===== config.mk =====
export PLATFORM = sky130hd
export DESIGN_NAME = shifter_pipe
export DESIGN_NICKNAME = d
export VERILOG_FILES = /design/src/rtl/shifter_pkg.sv /design/src/rtl/shifter_pipe_stage.sv /design/src/rtl/shifter_pipe.sv
export SDC_FILE = /design/constraint.sdc
export NUM_CORES = 1
export LEC_CHECK = 0
export ABC_CLOCK_PERIOD_IN_PS = 4000
export CORE_UTILIZATION = 40
export DETAILED_ROUTE_END_ITERATION = 8
export DONT_BUFFER_PORTS = 1
export SLEW_MARGIN = 20
export SYNTH_ARGS = -nofsm -noshare
export SYNTH_HDL_FRONTEND = slang
export SYNTH_SLANG_ARGS = --single-unit
export TNS_END_PERCENT = 20

===== constraint.sdc =====
create_clock -name clk -period 4 [get_ports clk]
set_clock_uncertainty 0.05 [all_clocks]
set_input_delay 0.6 -clock clk [delete_from_list [all_inputs] [get_ports clk]]
set_output_delay 0.6 -clock clk [all_outputs]
set_load 0.01 [all_outputs]

===== src/rtl/shifter_pkg.sv =====
`default_nettype none
// ============================================================================
// Module      : shifter_pkg
// Description : Shared types and helpers for the pipelined barrel shifter.
//               shift_mode_t encodes the four shift/rotate operations;
//               bitrev() reverses the low w bits of a vector so that right
//               shifts can reuse the left-shift network.
// Revision    : 1.0 - initial release
// ============================================================================
package shifter_pkg;

  typedef enum logic [1:0] {
    SH_SLL = 2'b00,
    SH_SRL = 2'b01,
    SH_SRA = 2'b10,
    SH_ROR = 2'b11
  } shift_mode_t;

  // Upper bound on the data width bitrev() can handle.
  localparam int BITREV_MAX_W = 256;
  localparam int BITREV_IDX_W = $clog2(BITREV_MAX_W);

  // Reverse bits [w-1:0] of d; bits at and above w return as zero.
  function automatic logic [BITREV_MAX_W-1:0] bitrev(input logic [BITREV_MAX_W-1:0] d,
                                                     input int w);
    logic [BITREV_MAX_W-1:0] r;
    logic [BITREV_IDX_W-1:0] src;
    r = '0;
    for (int i = 0; i < BITREV_MAX_W; i++) begin
      if (i < w) begin
        src = BITREV_IDX_W'(w - 1 - i);
        r[BITREV_IDX_W'(i)] = d[src];
      end
    end
    return r;
  endfunction

endpackage
`default_nettype wire


===== src/rtl/shifter_pipe_stage.sv =====
`default_nettype none
// ============================================================================
// Module      : shifter_pipe_stage
// Description : NSTG log-shift stages (bit FIRST_K downward) followed by one
//               pipeline register with valid/ready control. The data is
//               always shifted left; right modes arrive bit-reversed, the
//               fill bit supplies the vacated bits, ROR wraps the top bits.
// Ports       : in_*  - upstream beat (valid/ready, data, shamt, mode, tag, fill)
//               out_* - registered beat to the next stage (valid/ready, ...)
// Revision    : 1.0 - initial release
// ============================================================================
module shifter_pipe_stage
  import shifter_pkg::*;
#(
  parameter int WIDTH   = 64,
  parameter int TAG_W   = 4,
  parameter int FIRST_K = 5,
  parameter int NSTG    = 2
) (
  input  logic                        clk,
  input  logic                        rst_n,
  input  logic                        in_valid,
  output logic                        in_ready,
  input  logic [WIDTH-1:0]            in_data,
  input  logic [$clog2(WIDTH)-1:0]    in_shamt,
  input  logic [1:0]                  in_mode,
  input  logic [TAG_W-1:0]            in_tag,
  input  logic                        in_fill,
  output logic                        out_valid,
  input  logic                        out_ready,
  output logic [WIDTH-1:0]            out_data,
  output logic [$clog2(WIDTH)-1:0]    out_shamt,
  output logic [1:0]                  out_mode,
  output logic [TAG_W-1:0]            out_tag,
  output logic                        out_fill
);

  localparam int SHAMT_W = $clog2(WIDTH);

  // Combinational log-shift chain: lvl[0] is the input, lvl[NSTG] the result.
  logic [NSTG:0][WIDTH-1:0] lvl;
  assign lvl[0] = in_data;

  for (genvar j = 0; j < NSTG; j++) begin : g_log
    localparam int K  = FIRST_K - j;
    localparam int SH = 1 << K;
    logic [WIDTH-1:0] w_low;
    // Bits entering at the bottom: wrapped top bits for ROR, else the fill bit.
    assign w_low = (in_mode == SH_ROR) ? (lvl[j] >> (WIDTH - SH))
                                       : ({WIDTH{in_fill}} & ~({WIDTH{1'b1}} << SH));
    assign lvl[j+1] = in_shamt[K] ? ((lvl[j] << SH) | w_low) : lvl[j];
  end

  logic                 valid_q, valid_d;
  logic [WIDTH-1:0]     data_q, data_d;
  logic [SHAMT_W-1:0]   shamt_q, shamt_d;
  logic [1:0]           mode_q, mode_d;
  logic [TAG_W-1:0]     tag_q, tag_d;
  logic                 fill_q, fill_d;
  logic                 load;

  // Load when empty or when the held beat leaves this cycle (bubble collapse).
  assign load     = !valid_q || out_ready;
  assign in_ready = load;

  always_comb begin
    valid_d = valid_q;
    data_d  = data_q;
    shamt_d = shamt_q;
    mode_d  = mode_q;
    tag_d   = tag_q;
    fill_d  = fill_q;
    if (load) begin
      valid_d = in_valid;
      data_d  = lvl[NSTG];
      shamt_d = in_shamt;
      mode_d  = in_mode;
      tag_d   = in_tag;
      fill_d  = in_fill;
    end
  end

  always_ff @(posedge clk) begin
    if (!rst_n) begin
      valid_q <= 1'b0;
      data_q  <= '0;
      shamt_q <= '0;
      mode_q  <= '0;
      tag_q   <= '0;
      fill_q  <= 1'b0;
    end else begin
      valid_q <= valid_d;
      data_q  <= data_d;
      shamt_q <= shamt_d;
      mode_q  <= mode_d;
      tag_q   <= tag_d;
      fill_q  <= fill_d;
    end
  end

  assign out_valid = valid_q;
  assign out_data  = data_q;
  assign out_shamt = shamt_q;
  assign out_mode  = mode_q;
  assign out_tag   = tag_q;
  assign out_fill  = fill_q;

endmodule
`default_nettype wire


===== src/rtl/shifter_pipe.sv =====
`default_nettype none
// ============================================================================
// Module      : shifter_pipe
// Description : Pipelined barrel shifter/rotator (SLL, SRL, SRA, ROR) with
//               valid/ready on both sides and a pass-through tag. LAT
//               register stages, each covering STAGES_PER_REG log stages.
//               WIDTH must be a power of two between 8 and 256.
// Ports       : clk, rst_n (sync, active-low)
//               in_valid/in_ready/in_data/in_shamt/in_mode/in_tag  - operand side
//               out_valid/out_ready/out_data/out_tag/out_zero      - result side
// Revision    : 1.0 - initial release
// ============================================================================
module shifter_pipe
  import shifter_pkg::*;
#(
  parameter int WIDTH          = 64,
  parameter int STAGES_PER_REG = 2,
  parameter int TAG_W          = 4
) (
  input  logic                     clk,
  input  logic                     rst_n,
  input  logic                     in_valid,
  output logic                     in_ready,
  input  logic [WIDTH-1:0]         in_data,
  input  logic [$clog2(WIDTH)-1:0] in_shamt,
  input  logic [1:0]               in_mode,
  input  logic [TAG_W-1:0]         in_tag,
  output logic                     out_valid,
  input  logic                     out_ready,
  output logic [WIDTH-1:0]         out_data,
  output logic [TAG_W-1:0]         out_tag,
  output logic                     out_zero
);

  localparam int SHAMT_W = $clog2(WIDTH);
  localparam int LAT     = (SHAMT_W + STAGES_PER_REG - 1) / STAGES_PER_REG;

  // Index i is the input of register stage i; index LAT is the final output.
  logic [LAT:0]                v_s;
  logic [LAT:0]                rdy_s;
  logic [LAT:0][WIDTH-1:0]     data_s;
  logic [LAT:0][SHAMT_W-1:0]   shamt_s;
  logic [LAT:0][1:0]           mode_s;
  logic [LAT:0][TAG_W-1:0]     tag_s;
  logic [LAT:0]                fill_s;

  logic w_in_right;
  logic w_out_right;

  // Right modes are reversed on entry so every stage only ever shifts left.
  assign w_in_right = (in_mode != SH_SLL);
  assign v_s[0]     = in_valid;
  assign data_s[0]  = w_in_right ? WIDTH'(bitrev(BITREV_MAX_W'(in_data), WIDTH)) : in_data;
  assign shamt_s[0] = in_shamt;
  assign mode_s[0]  = in_mode;
  assign tag_s[0]   = in_tag;
  assign fill_s[0]  = (in_mode == SH_SRA) ? in_data[WIDTH-1] : 1'b0;

  // Ready ripples back from out_ready through every stage; rst_n gates it
  // so no beat is offered acceptance while the pipe is held in reset.
  assign rdy_s[LAT] = out_ready;
  assign in_ready   = rst_n && rdy_s[0];

  for (genvar i = 0; i < LAT; i++) begin : g_stage
    localparam int FK = SHAMT_W - 1 - i * STAGES_PER_REG;
    localparam int NS = (FK + 1 < STAGES_PER_REG) ? FK + 1 : STAGES_PER_REG;
    shifter_pipe_stage #(
      .WIDTH   (WIDTH),
      .TAG_W   (TAG_W),
      .FIRST_K (FK),
      .NSTG    (NS)
    ) u_stage (
      .clk       (clk),
      .rst_n     (rst_n),
      .in_valid  (v_s[i]),
      .in_ready  (rdy_s[i]),
      .in_data   (data_s[i]),
      .in_shamt  (shamt_s[i]),
      .in_mode   (mode_s[i]),
      .in_tag    (tag_s[i]),
      .in_fill   (fill_s[i]),
      .out_valid (v_s[i+1]),
      .out_ready (rdy_s[i+1]),
      .out_data  (data_s[i+1]),
      .out_shamt (shamt_s[i+1]),
      .out_mode  (mode_s[i+1]),
      .out_tag   (tag_s[i+1]),
      .out_fill  (fill_s[i+1])
    );
  end

  // Undo the entry reversal for right modes; pure wiring plus a mux off the
  // last register, so outputs stay register-driven.
  assign w_out_right = (mode_s[LAT] != SH_SLL);
  assign out_valid   = v_s[LAT];
  assign out_data    = w_out_right ? WIDTH'(bitrev(BITREV_MAX_W'(data_s[LAT]), WIDTH))
                                   : data_s[LAT];
  assign out_tag     = tag_s[LAT];
  // Reversal preserves zero-ness; gating with valid keeps the reset value low.
  assign out_zero    = v_s[LAT] && (data_s[LAT] == '0);

endmodule
`default_nettype wire


Word level (Yosys, flattened, before mapping)
Cells that the tools add are included.

word-level totals
  register bits = 221
  output and inout bits = 71
  input bits = 80

operators by class
  bitwise logic cells = 6
  equality and inequality tests = 4
  reductions and logical operators = 11
  mux-type cells = 15

operator list
  operator                                    number
  two-way mux 64 bit                          8
  bitwise OR 64 bit                           6
  logical NOT 64 bit                          1
  two-way mux 32 bit                          1
  two-way mux 16 bit                          1
  equality test 2 bit, second input constant  4
  two-way mux 8 bit                           1
  two-way mux 4 bit                           1
  nonzero test 2 bit                          2
  logical NOT 1 bit                           3
  logical OR 1 bit                            3
  logical AND 1 bit                           2
  two-way mux 1 bit                           2
  two-way mux 2 bit                           1

Longest topological paths before layout
Gate-level depths: netlist (run 1).

  depth in word-level cells = 8
  gate-level depth with buffers = 7
  gate-level depth less buffers = 4

Hierarchy
A second synthesis (run 1) with hierarchy kept.

unflattened totals
  cells, all modules = 1768
  area total of the unflattened synthesis = 14890.5 µm²

modules (own cells, without submodules)
  module                                   area each (µm²)  cells each  sequential area each (µm²)  times used
  shifter_pipe_stage (g_stage[1].u_stage)  4629.4           501         1561.5                      1
  shifter_pipe_stage (g_stage[0].u_stage)  4337.9           554         1561.5                      1
  shifter_pipe_stage (g_stage[2].u_stage)  4205.3           546         1561.5                      1
  shifter_pipe                             1717.9           167         0.0                         1

Worst setup path after synthesis (run 1)
Ideal clock, no wire load.

  path type = input port to flip-flop
  from = input port in_mode[1]
  to = register g_stage[0].u_stage.data_q[60]
  buffers on the path = 2
  setup slack = 1.977 ns
  arrival time = 1.856 ns
  cell stages on the path = 6
  data required time = 3.833 ns
  cell sequence = buf_6 > nor2_8 > buf_6 > mux4_2 > a22oi_1 > nand2_1

between the ends
  word-level cells in the longest chain between the ends = 6

RTL lines
  element                 line                      text
  start, declared         shifter_pipe.sv:26        input logic [1:0] in_mode,
  nonzero test 2 bit (*)  shifter_pipe.sv:51        assign w_in_right = (in_mode != SH_SLL);
  two-way mux 64 bit (*)  shifter_pipe.sv:53        assign data_s[0] = w_in_right ? WIDTH'(bitrev(BITREV_MAX_W'(in_data), WIDTH)) : in_data;
  bitwise OR 64 bit       shifter_pipe_stage.sv:51  assign lvl[j+1] = in_shamt[K] ? ((lvl[j] << SH) | w_low) : lvl[j];
  two-way mux 64 bit (*)  shifter_pipe_stage.sv:51
  bitwise OR 64 bit       shifter_pipe_stage.sv:51
  two-way mux 64 bit (*)  shifter_pipe_stage.sv:51
  end signal, assigned    shifter_pipe_stage.sv:93  data_q <= data_d;
  end, declared           shifter_pipe_stage.sv:55  logic [WIDTH-1:0] data_q, data_d;

Every way passes the cells marked *; elsewhere a longest branch is shown, timed or not.
A chain may end at the register's enable or synchronous reset.

Final worst setup path (run 1)
  from = register g_stage[2].u_stage.data_q[39]
  to = output port out_zero

between the ends
  word-level cells in the longest chain between the ends = 2

RTL lines
  element                 line                      text
  start, declared         shifter_pipe_stage.sv:55
  start signal, assigned  shifter_pipe_stage.sv:93
  logical NOT 64 bit      shifter_pipe.sv:100       assign out_zero = v_s[LAT] && (data_s[LAT] == '0);
  logical AND 1 bit       shifter_pipe.sv:100
  end, declared           shifter_pipe.sv:32        output logic out_zero

Every way passes these cells.

==> results.txt, run 1 <==
----------------------------------------------------
[Routing]
  Total vias in the final route ... 11770
  Number of remaining DRC errors ... 0
  Via density per instance ... 5.910
  First-pass iteration count of the detailed router ... 5
  Routed wire length per instance ... 20.40 um
  Final Routed Wirelength ... 40.62 mm
  Detailed router's first-iteration violation count ... roughly 1000
  Antenna-violating nets left ... 0

[Yosys]
  Async set-reset flop share out of synthesis ... 0
  Top area cells in the synthesized netlist ... sky130_fd_sc_hd__dfxtp_1 (32%), sky130_fd_sc_hd__nand2_1 (11%), sky130_fd_sc_hd__mux4_2 (11%)
  Library cell occupying the most area in the post-synthesis netlist ... sky130_fd_sc_hd__dfxtp_1
  Mapped Avg Cell Area ... 8.356 um2
  Top cells by instance count after synthesis ... sky130_fd_sc_hd__nand2_1 (405), sky130_fd_sc_hd__dfxtp_1 (221), sky130_fd_sc_hd__a21oi_1 (151)
  Most instantiated library cell after synthesis ... sky130_fd_sc_hd__nand2_1
  Syn. warnings ... 0
  Post-synth top area share ... 0.3248
  Most used DFF post-synth ... sky130_fd_sc_hd__dfxtp_1
  Share of the yosys chip area belonging to registers ... 0.3248
  Post-synthesis net count ... 1710
  Mapped cell area ... 13620 um2
  Synthesized flop and latch total ... 221
  Synthesized instance count ... between 1500 and 2000
  Number of library cell types mapped by synthesis ... 49
  EDFF count, synth ... 0

[Setup path]
  Setup slack, reg-to-reg ... 1.55 ns
  Worst setup EP type ... output port
  Max FO, Critical Path ... 4
  Arrival time of data at the critical path endpoint ... between 2 and 2.5 ns
  Reg-to-reg critical path endpoint ... g_stage[0].u_stage.out_data[8]$_SDFFE_PN0P_
  Reg2reg start ... g_stage[2].u_stage.out_valid$_SDFFE_PN0P_
  CP Launch Type ... flip-flop
  Startpoint of the most critical setup path ... g_stage[2].u_stage.out_data[39]$_SDFFE_PN0P_
  Capture point of the critical path ... out_zero
  Crit path kind ... reg -> out
  Worst Path Required ... 3.35 ns
  R2r worst-path depth ... 5

[Layout]
  Layout overhead on the synthesized area ... 7.275%
  Storage element area ... 4437 um2
  Area of the multi-input gates ... 8472 um2
  Layout Cells excl Fill ... between 1500 and 2000
  Number of antenna diodes ... 0
  Share of post-route cells with drive strength above 1 ... 0.1555
  Filler Cell Count ... 3337
  Net total in the final layout ... 1604

[Timing]
  Worst relative slew slack ... 0.3663
  Final count of hold timing violations ... 0
  Worst slew pin tran ... 0.9506 ns
  Peak Freq ... 356.9 MHz
  Number of slew-limit violations in the final report ... 0
  Part of the cycle the worst path needs ... 0.7005
  Minimum period implied by the final worst setup slack ... 2.802 ns
  Post-route setup TNS ... 0 ns
  Final hold slack ... about 0.15 ns
  RSZ-0062 raised after global routing ... no
  Final setup violation count ... 0

[Power and ir drop]
  Pwr/cell area ... 412.6 nW/um2
  Static Leakage ... 5.319 nW
  Peak supply drop ... 0.2787 mV
  Power consumption ... ~6 mW

[Status]
  Status ... complete, no violations

[Run]
  Number of maximum-capacitance constraint violations ... 0

[Place]
  GP Congestion ... 0.9440
  Placed cell count ... 1943
  Placed wire-length estimate after detailed placement ... about 29 mm
  Number of input and output port buffers inserted ... 0

[Clocking]
  CTS root buf ... sky130_fd_sc_hd__clkbuf_16
  Post-CTS Setup Bufs ... 0
  CTS Buf Count ... 26
  Number of buffers inserted by hold repair at cts ... 0
  Number of resized instances in the post-cts repair step ... 0
  Worst-Skew Late Latency ... 0.53 ns
  Clock edge transition at the registers on the reported setup and hold paths ... 0.06 ns
  Total clock sinks ... 221
  Maximum clock path buffer count ... 3
  H-tree levels ... 1
  CTS tree ... built

[Global routing]
  Remaining Overflow, GRT ... 0
  Via count of the first global-routing pass ... 10820
  Antenna violations before repair ... 0
  Global-route wire length before repair ... 63.69 mm
  Pin count of the biggest net entering global routing ... 111
  GRT Total Usage ... 0.2262

[Die]
  Initial standard-cell utilization of the core ... 0.4062
  Area of the core ... 33530 um2
  Die Height ... 186.5 um
  Number of rows created at floorplan ... 67
  Area enclosed by the die boundary ... 34790 um2
  Ports ... 151
  Die Span X ... 186.5 um

[Worst hold path]
  Worst min-delay path class ... in -> reg

----------------------------------------------------
==> state kept, by name (all words and copies together) (netlist names) <==
signal	count
g_stage.u_stage.out_data	192
g_stage.u_stage.out_fill	2
g_stage.u_stage.out_mode	6
g_stage.u_stage.out_shamt	6
g_stage.u_stage.out_tag	12
g_stage.u_stage.out_valid	3
==> worst max-delay path, stage by stage, from the launching register on <==
cell                      delay, ns
sky130_fd_sc_hd__dfxtp_1       0.33
sky130_fd_sc_hd__nor4_1        0.55
sky130_fd_sc_hd__nand4_1       0.20
sky130_fd_sc_hd__nor4_1        0.54
==> stage by stage <==
stage / util / setup WS, ns / instance area [um2]
finish: 0.4357 / 1.198 / 14610
global route: 0.4357 / 1.100 / 14610
CTS: 0.4348 / 1.222 / 14580
detailed placement: 0.4069 / 1.441 / 13650
global placement: 0.4065 / 1.488 / 13630
floorplan: - / 1.977 / 13620
==> cells by family after synthesis <==
| group | Yosys count | synth area share |
|---|---|---|
| AOI/OAI and AO/OA | 370 | 0.1649 |
| and+or+nand+nor | 614 | 0.1908 |
| muxes | 267 | 0.2637 |
| DFF | 221 | 0.3248 |
| buffers and inverters | 158 | 0.05576 |
==> placed cells by master (no fill, tap or decap), types with 5 or more instances in the layout <==
cell and n:
sky130_fd_sc_hd__a31oi_1 16, sky130_fd_sc_hd__nor4_1 15, sky130_fd_sc_hd__mux2i_1 108, sky130_fd_sc_hd__nor2_1 53, sky130_fd_sc_hd__mux2_2 93, sky130_fd_sc_hd__a22oi_1 16, sky130_fd_sc_hd__a22o_1 10, sky130_fd_sc_hd__a21oi_1 151
sky130_fd_sc_hd__buf_4 17, sky130_fd_sc_hd__o21a_1 13, sky130_fd_sc_hd__a211o_1 12, sky130_fd_sc_hd__o211ai_1 50, sky130_fd_sc_hd__nand2_1 405, sky130_fd_sc_hd__and3_1 19, sky130_fd_sc_hd__o21ai_0 57, sky130_fd_sc_hd__mux4_2 64
sky130_fd_sc_hd__nand3_1 100, sky130_fd_sc_hd__clkbuf_16 27, sky130_fd_sc_hd__clkbuf_8 5, sky130_fd_sc_hd__o22ai_1 25, sky130_fd_sc_hd__dfxtp_1 217
==> where the power goes <==
| group | switching, mW | internal, mW |
|---|---|---|
| sequential | 0.240 | 2.36 |
| combinational | 0.468 | 0.435 |
| clock | 0.937 | 1.58 |
==> worst min-delay path by stage <==
| stage | cells past startpoint | from | to | slack, ns |
|---|---|---|---|---|
| 4_1_cts | 1 | in_valid | g_stage[0].u_stage.out_valid$_SDFFE_PN0P_ | 0.14 |
| 2_1_floorplan | 2 | g_stage[0].u_stage.out_data[48]$_SDFFE_PN0P_ | g_stage[0].u_stage.out_data[48]$_SDFFE_PN0P_ | 0.38 |
| 3_3_place_gp | 2 | g_stage[0].u_stage.out_valid$_SDFFE_PN0P_ | g_stage[1].u_stage.out_valid$_SDFFE_PN0P_ | 0.39 |
| 6_report | 1 | in_valid | g_stage[0].u_stage.out_valid$_SDFFE_PN0P_ | 0.15 |
| 5_1_grt | 1 | in_tag[1] | g_stage[0].u_stage.out_tag[1]$_SDFFE_PN0P_ | 0.14 |
| 3_5_place_dp | 2 | g_stage[0].u_stage.out_data[50]$_SDFFE_PN0P_ | g_stage[0].u_stage.out_data[50]$_SDFFE_PN0P_ | 0.40 |
==> layout make-up <==
type	count	share of cell area
Multi-Input combinational cell	1251	0.5798
Sequential cell	221	0.3036
Clock buffer	36	0.05198
Tap cell	448	0.03836
Timing Repair Buffer	20	0.01302
Clock inverter	11	0.01199
Inverter	4	0.001199
==> routing by layer <==
metal  up-vias  global-route usage  routed length, um
met5         -                   0                  0
met4         0             0.05454                844
met3        58             0.05172               3621
met2       519              0.3216              16630
met1      5508              0.3418              19530
li1       5681                   -                  -
(Power assumes the default switching activity.)
==> inputs of run 2 (changes only) <==
ABC_AREA = 1   (was default)
ABC_CLOCK_PERIOD_IN_PS = 2870   (was 4000)
clock period = 2.87 ns   (was 4 ns; I/O delays follow)
==> run 2 against run 1 <==
  * Die area increased by 1.5%
  * Power increased by 31%
  * Combinational power increased by 47%
  * Worst hold slack got worse by 0.15 ns
  * Register-to-register slack got worse by 0.91 ns
==> results.txt, run 2 <==
----------------------------------------------------
[Status]
  Status ... complete, no violations (unchanged)

[Clocking]
  H-tree levels ... 1 (unchanged)
  CTS Buf Count ... 23 (was 26)
  Clock edge transition at the registers on the reported setup and hold paths ... 0.06 ns (about the same)
  CTS root buf ... sky130_fd_sc_hd__clkbuf_16 (unchanged)
  Maximum clock path buffer count ... 3 (unchanged)
  CTS tree ... built (unchanged)
  Post-CTS Setup Bufs ... 0 (unchanged)
  Worst-Skew Late Latency ... 0.51 ns (was 0.53 ns)
  Total clock sinks ... 221 (unchanged)

[Routing]
  Antenna-violating nets left ... 0 (unchanged)
  Number of remaining DRC errors ... 0 (unchanged)
  Routed wire length per instance ... 15.40 um (was 20.40 um)
  Detailed router's first-iteration violation count ... 1179 (was 1049)
  Final Routed Wirelength ... 42.46 mm (was 40.62 mm)
  First-pass iteration count of the detailed router ... 6 (was 5)
  Via density per instance ... 5.273 (was 5.910)
  Total vias in the final route ... 14540 (was 11770)

[Timing]
  Part of the cycle the worst path needs ... 0.8013
  Peak Freq ... 434.8 MHz
  RSZ-0062 raised after global routing ... no (unchanged)
  Final count of hold timing violations ... 0 (unchanged)
  Number of slew-limit violations in the final report ... 0 (unchanged)
  Worst slew pin tran ... 0.8465 ns (was 0.9506 ns)
  Worst relative slew slack ... 0.4357 (was 0.3663)
  Post-route setup TNS ... 0 ns (unchanged)
  Final setup violation count ... 0 (unchanged)
  Minimum setup slack in the final design ... 0.5703 ns (was 1.198 ns)
  Minimum period implied by the final worst setup slack ... 2.300 ns

[Setup path]
  Arrival time of data at the critical path endpoint ... 1.82 ns (was 2.15 ns)
  R2r worst-path depth ... 8 (was 5)
  Most repeated library cell on the critical path ... sky130_fd_sc_hd__nand2_1 (was sky130_fd_sc_hd__nor4_1)
  CP Launch Type ... flip-flop (unchanged)
  Worst Path Required ... 2.39 ns (was 3.35 ns)
  Crit path kind ... reg -> out (unchanged)
  CP cell instances ... nand2_4 -> nor2_4 -> nand2_1 -> nand2_1 -> inv_2 (was nor4_1 -> nand4_1 -> nor4_1)
  Reg2reg start ... g_stage[2].u_stage.out_valid$_SDFFE_PN0P_ (unchanged)
  Max FO, Critical Path ... 33 (was 4)
  Crit path max-delay cell type ... sky130_fd_sc_hd__inv_2 (was sky130_fd_sc_hd__nor4_1)
  Worst setup EP type ... output port (unchanged)
  Setup slack, reg-to-reg ... 0.64 ns (was 1.55 ns)
  Reg-to-reg critical path endpoint ... g_stage[0].u_stage.out_data[28]$_SDFFE_PN0P_ (was g_stage[0].u_stage.out_data[8]$_SDFFE_PN0P_)
  Critical path's largest stage delay ... 0.54 ns (was 0.55 ns)

[Layout]
  Commonest cells after routing, fill and taps aside ... sky130_fd_sc_hd__nand2_1 (1062), sky130_fd_sc_hd__nand3_1 (315), sky130_fd_sc_hd__o21ai_0 (227) (was sky130_fd_sc_hd__nand2_1 (405), sky130_fd_sc_hd__dfxtp_1 (217), sky130_fd_sc_hd__a21oi_1 (151))
  Storage element area ... 4429 um2 (was 4437 um2)
  Commonest non-fill, non-tap cell in the layout ... sky130_fd_sc_hd__nand2_1 (unchanged)
  Layout overhead on the synthesized area ... 6.757% (was 7.275%)
  Net total in the final layout ... 2374 (was 1604)
  Max FFs per register ... 192 (unchanged)
  Filler Cell Count ... 3682 (was 3337)
  Area of the multi-input gates ... 7950 um2 (was 8472 um2)
  Share of post-route cells with drive strength above 1 ... 0.03378 (was 0.1555)
  Final cell utilization of the core ... 0.4371 (was 0.4357)
  Number of antenna diodes ... 0 (unchanged)

[Die]
  Area of the core ... 33780 um2 (was 33530 um2)
  Initial standard-cell utilization of the core ... 0.4094 (was 0.4062)
  Area enclosed by the die boundary ... 35330 um2 (was 34790 um2)
  Ports ... 151 (unchanged)
  Die Height ... 188.0 um (was 186.5 um)
  Number of rows created at floorplan ... 67 (unchanged)
  Die Span X ... 188.0 um (was 186.5 um)

[Yosys]
  Number of library cell types mapped by synthesis ... 24 (was 49)
  Post-synthesis net count ... 2499 (was 1710)
  Top cells by instance count after synthesis ... sky130_fd_sc_hd__nand2_1 (1062), sky130_fd_sc_hd__nand3_1 (315), sky130_fd_sc_hd__o21ai_0 (227) (was sky130_fd_sc_hd__nand2_1 (405), sky130_fd_sc_hd__dfxtp_1 (221), sky130_fd_sc_hd__a21oi_1 (151))
  Post-synth top area share ... 0.3199 (was 0.3248)
  Library cell occupying the most area in the post-synthesis netlist ... sky130_fd_sc_hd__dfxtp_1 (unchanged)
  Most used DFF post-synth ... sky130_fd_sc_hd__dfxtp_1 (unchanged)
  Mapped Avg Cell Area ... 5.718 um2 (was 8.356 um2)
  Synthesized instance count ... 2419 (was 1630)
  Synthesized flop and latch total ... 221 (unchanged)
  EDFF count, synth ... 0 (unchanged)
  Mapped cell area ... 13830 um2 (was 13620 um2)
  Most instantiated library cell after synthesis ... sky130_fd_sc_hd__nand2_1 (unchanged)
  Share of the yosys chip area belonging to registers ... 0.3199 (was 0.3248)
  Syn. warnings ... 0 (unchanged)
  Top area cells in the synthesized netlist ... sky130_fd_sc_hd__dfxtp_1 (32%), sky130_fd_sc_hd__nand2_1 (29%), sky130_fd_sc_hd__nand3_1 (11%) (was sky130_fd_sc_hd__dfxtp_1 (32%), sky130_fd_sc_hd__nand2_1 (11%), sky130_fd_sc_hd__mux4_2 (11%))
  Async set-reset flop share out of synthesis ... 0 (unchanged)

[Place]
  Number of input and output port buffers inserted ... 0 (unchanged)
  Worst slack, placed ... 0.6583 ns (was 1.441 ns)
  Placed wire-length estimate after detailed placement ... 30.31 mm (was 29.07 mm)
  GP Congestion ... 0.9155 (was 0.9440)

[Worst hold path]
  HP Start ... in_shamt[2] (was in_valid)
  Worst min-delay path class ... in -> reg (unchanged)
  Cell count of the worst hold path ... 2 (was 1)
  Worst Hold Path EP ... g_stage[0].u_stage.out_shamt[2]$_SDFFE_PN0P_ (was g_stage[0].u_stage.out_valid$_SDFFE_PN0P_)

[Power and ir drop]
  Pwr/cell area ... 534.7 nW/um2 (was 412.6 nW/um2)
  Peak supply drop ... 0.3245 mV (was 0.2787 mV)
  Static Leakage ... 6.877 nW (was 5.319 nW)

[Global routing]
  Via count of the first global-routing pass ... 12970 (was 10820)
  Global-route wire length before repair ... 69.10 mm (was 63.69 mm)
  Pin count of the biggest net entering global routing ... 136 (was 111)
  GRT Total Usage ... 0.2365 (was 0.2262)
  Antenna violations before repair ... 0 (unchanged)
  Remaining Overflow, GRT ... 0 (unchanged)

[Run]
  Number of maximum-capacitance constraint violations ... 0 (unchanged)

----------------------------------------------------
run 2: cell types whose count changed after synthesis, sizes merged, moves of 94 or more:
cell	delta
nand3	+215
mux2i	-108
nand2	+658
o21ai	+178
mux2	-95
a31oi	+94
a21oi	-116
inv	+193
run 2: stage by stage:
| step | area (um2) | total power, mW | instances | hold slack, ns |
|---|---|---|---|---|
| 3_3_place_gp | 13920 | 4.829 | 2710 | 0.3931 |
| 4_1_cts | 14770 | 7.942 | 2757 | 0.0009459 |
| 6_report | 14770 | 7.896 | 2757 | 0.004588 |
| 5_1_grt | 14770 | 8.319 | 2757 | 0.001901 |
| 3_5_place_dp | 13920 | 4.843 | 2710 | 0.3925 |
| 2_1_floorplan | 13830 | 4.522 | 2419 | 0.3706 |
run 2: final cells by class:
| cell class | count | share of cell area |
|---|---|---|
| inverters | 198 | 0.05033 |
| well taps | 448 | 0.03796 |
| clock buffers | 31 | 0.04237 |
| repair buffers | 28 | 0.02050 |
| multi-input cells | 1822 | 0.5384 |
| clock inverters | 9 | 0.01051 |
| flip-flops and latches | 221 | 0.2999 |
run 2: worst max-delay path: cells and delay by family, from the launching register on:
| kind | cells | cell delay [ns] |
|---|---|---|
| flops | 1 | 0.37 |
| buf+inv | 1 | 0.54 |
| simple gates | 4 | 0.37 |
run 2: power by group:
part	internal [mW]	switching [mW]	leakage, nW
Sequential	3.28	0.182	1.82
Clock	1.89	1.21	0.378
Combinational	0.428	0.904	4.68
Total	5.60	2.30	6.88
run 2: worst max-delay path by stage:
stage | from | end | slack [ns] | cells past startpoint
final | g_stage[2].u_stage.out_valid$_SDFFE_PN0P_ | in_ready | 0.57 | 5
after global placement | out_ready | g_stage[0].u_stage.out_data[33]$_SDFFE_PN0P_ | 0.72 | 9
after global routing | g_stage[2].u_stage.out_valid$_SDFFE_PN0P_ | g_stage[0].u_stage.out_data[54]$_SDFFE_PN0P_ | 0.40 | 8
after CTS | g_stage[2].u_stage.out_valid$_SDFFE_PN0P_ | in_ready | 0.58 | 5
after detailed placement | out_ready | g_stage[0].u_stage.out_data[28]$_SDFFE_PN0P_ | 0.66 | 9
after floorplan | out_ready | in_ready | 1.17 | 7
run 2: metal layers:
| layer | up-vias | GRT usage | part of all wire |
|---|---|---|---|
| met2 | 483 | 0.3551 | 0.41 |
| li1 | 7517 | - | - |
| met4 | 0 | 0.04972 | 0.017 |
| met1 | 6483 | 0.3529 | 0.50 |
| met5 | - | 0 | 0 |
| met3 | 55 | 0.03668 | 0.073 |
run 2: timing repair:
| item | in CTS | in global routing |
|---|---|---|
| hold endpoints to repair | 7 | 0 |
| gates resized for setup | 0 | 0 |
| hold buffers | 7 | 0 |
run 2: kinds of logic after synthesis:
group | share of synthesized area
compound gates | 0.1502
buf+inv | 0.1063
flops | 0.3199
simple gates | 0.4237
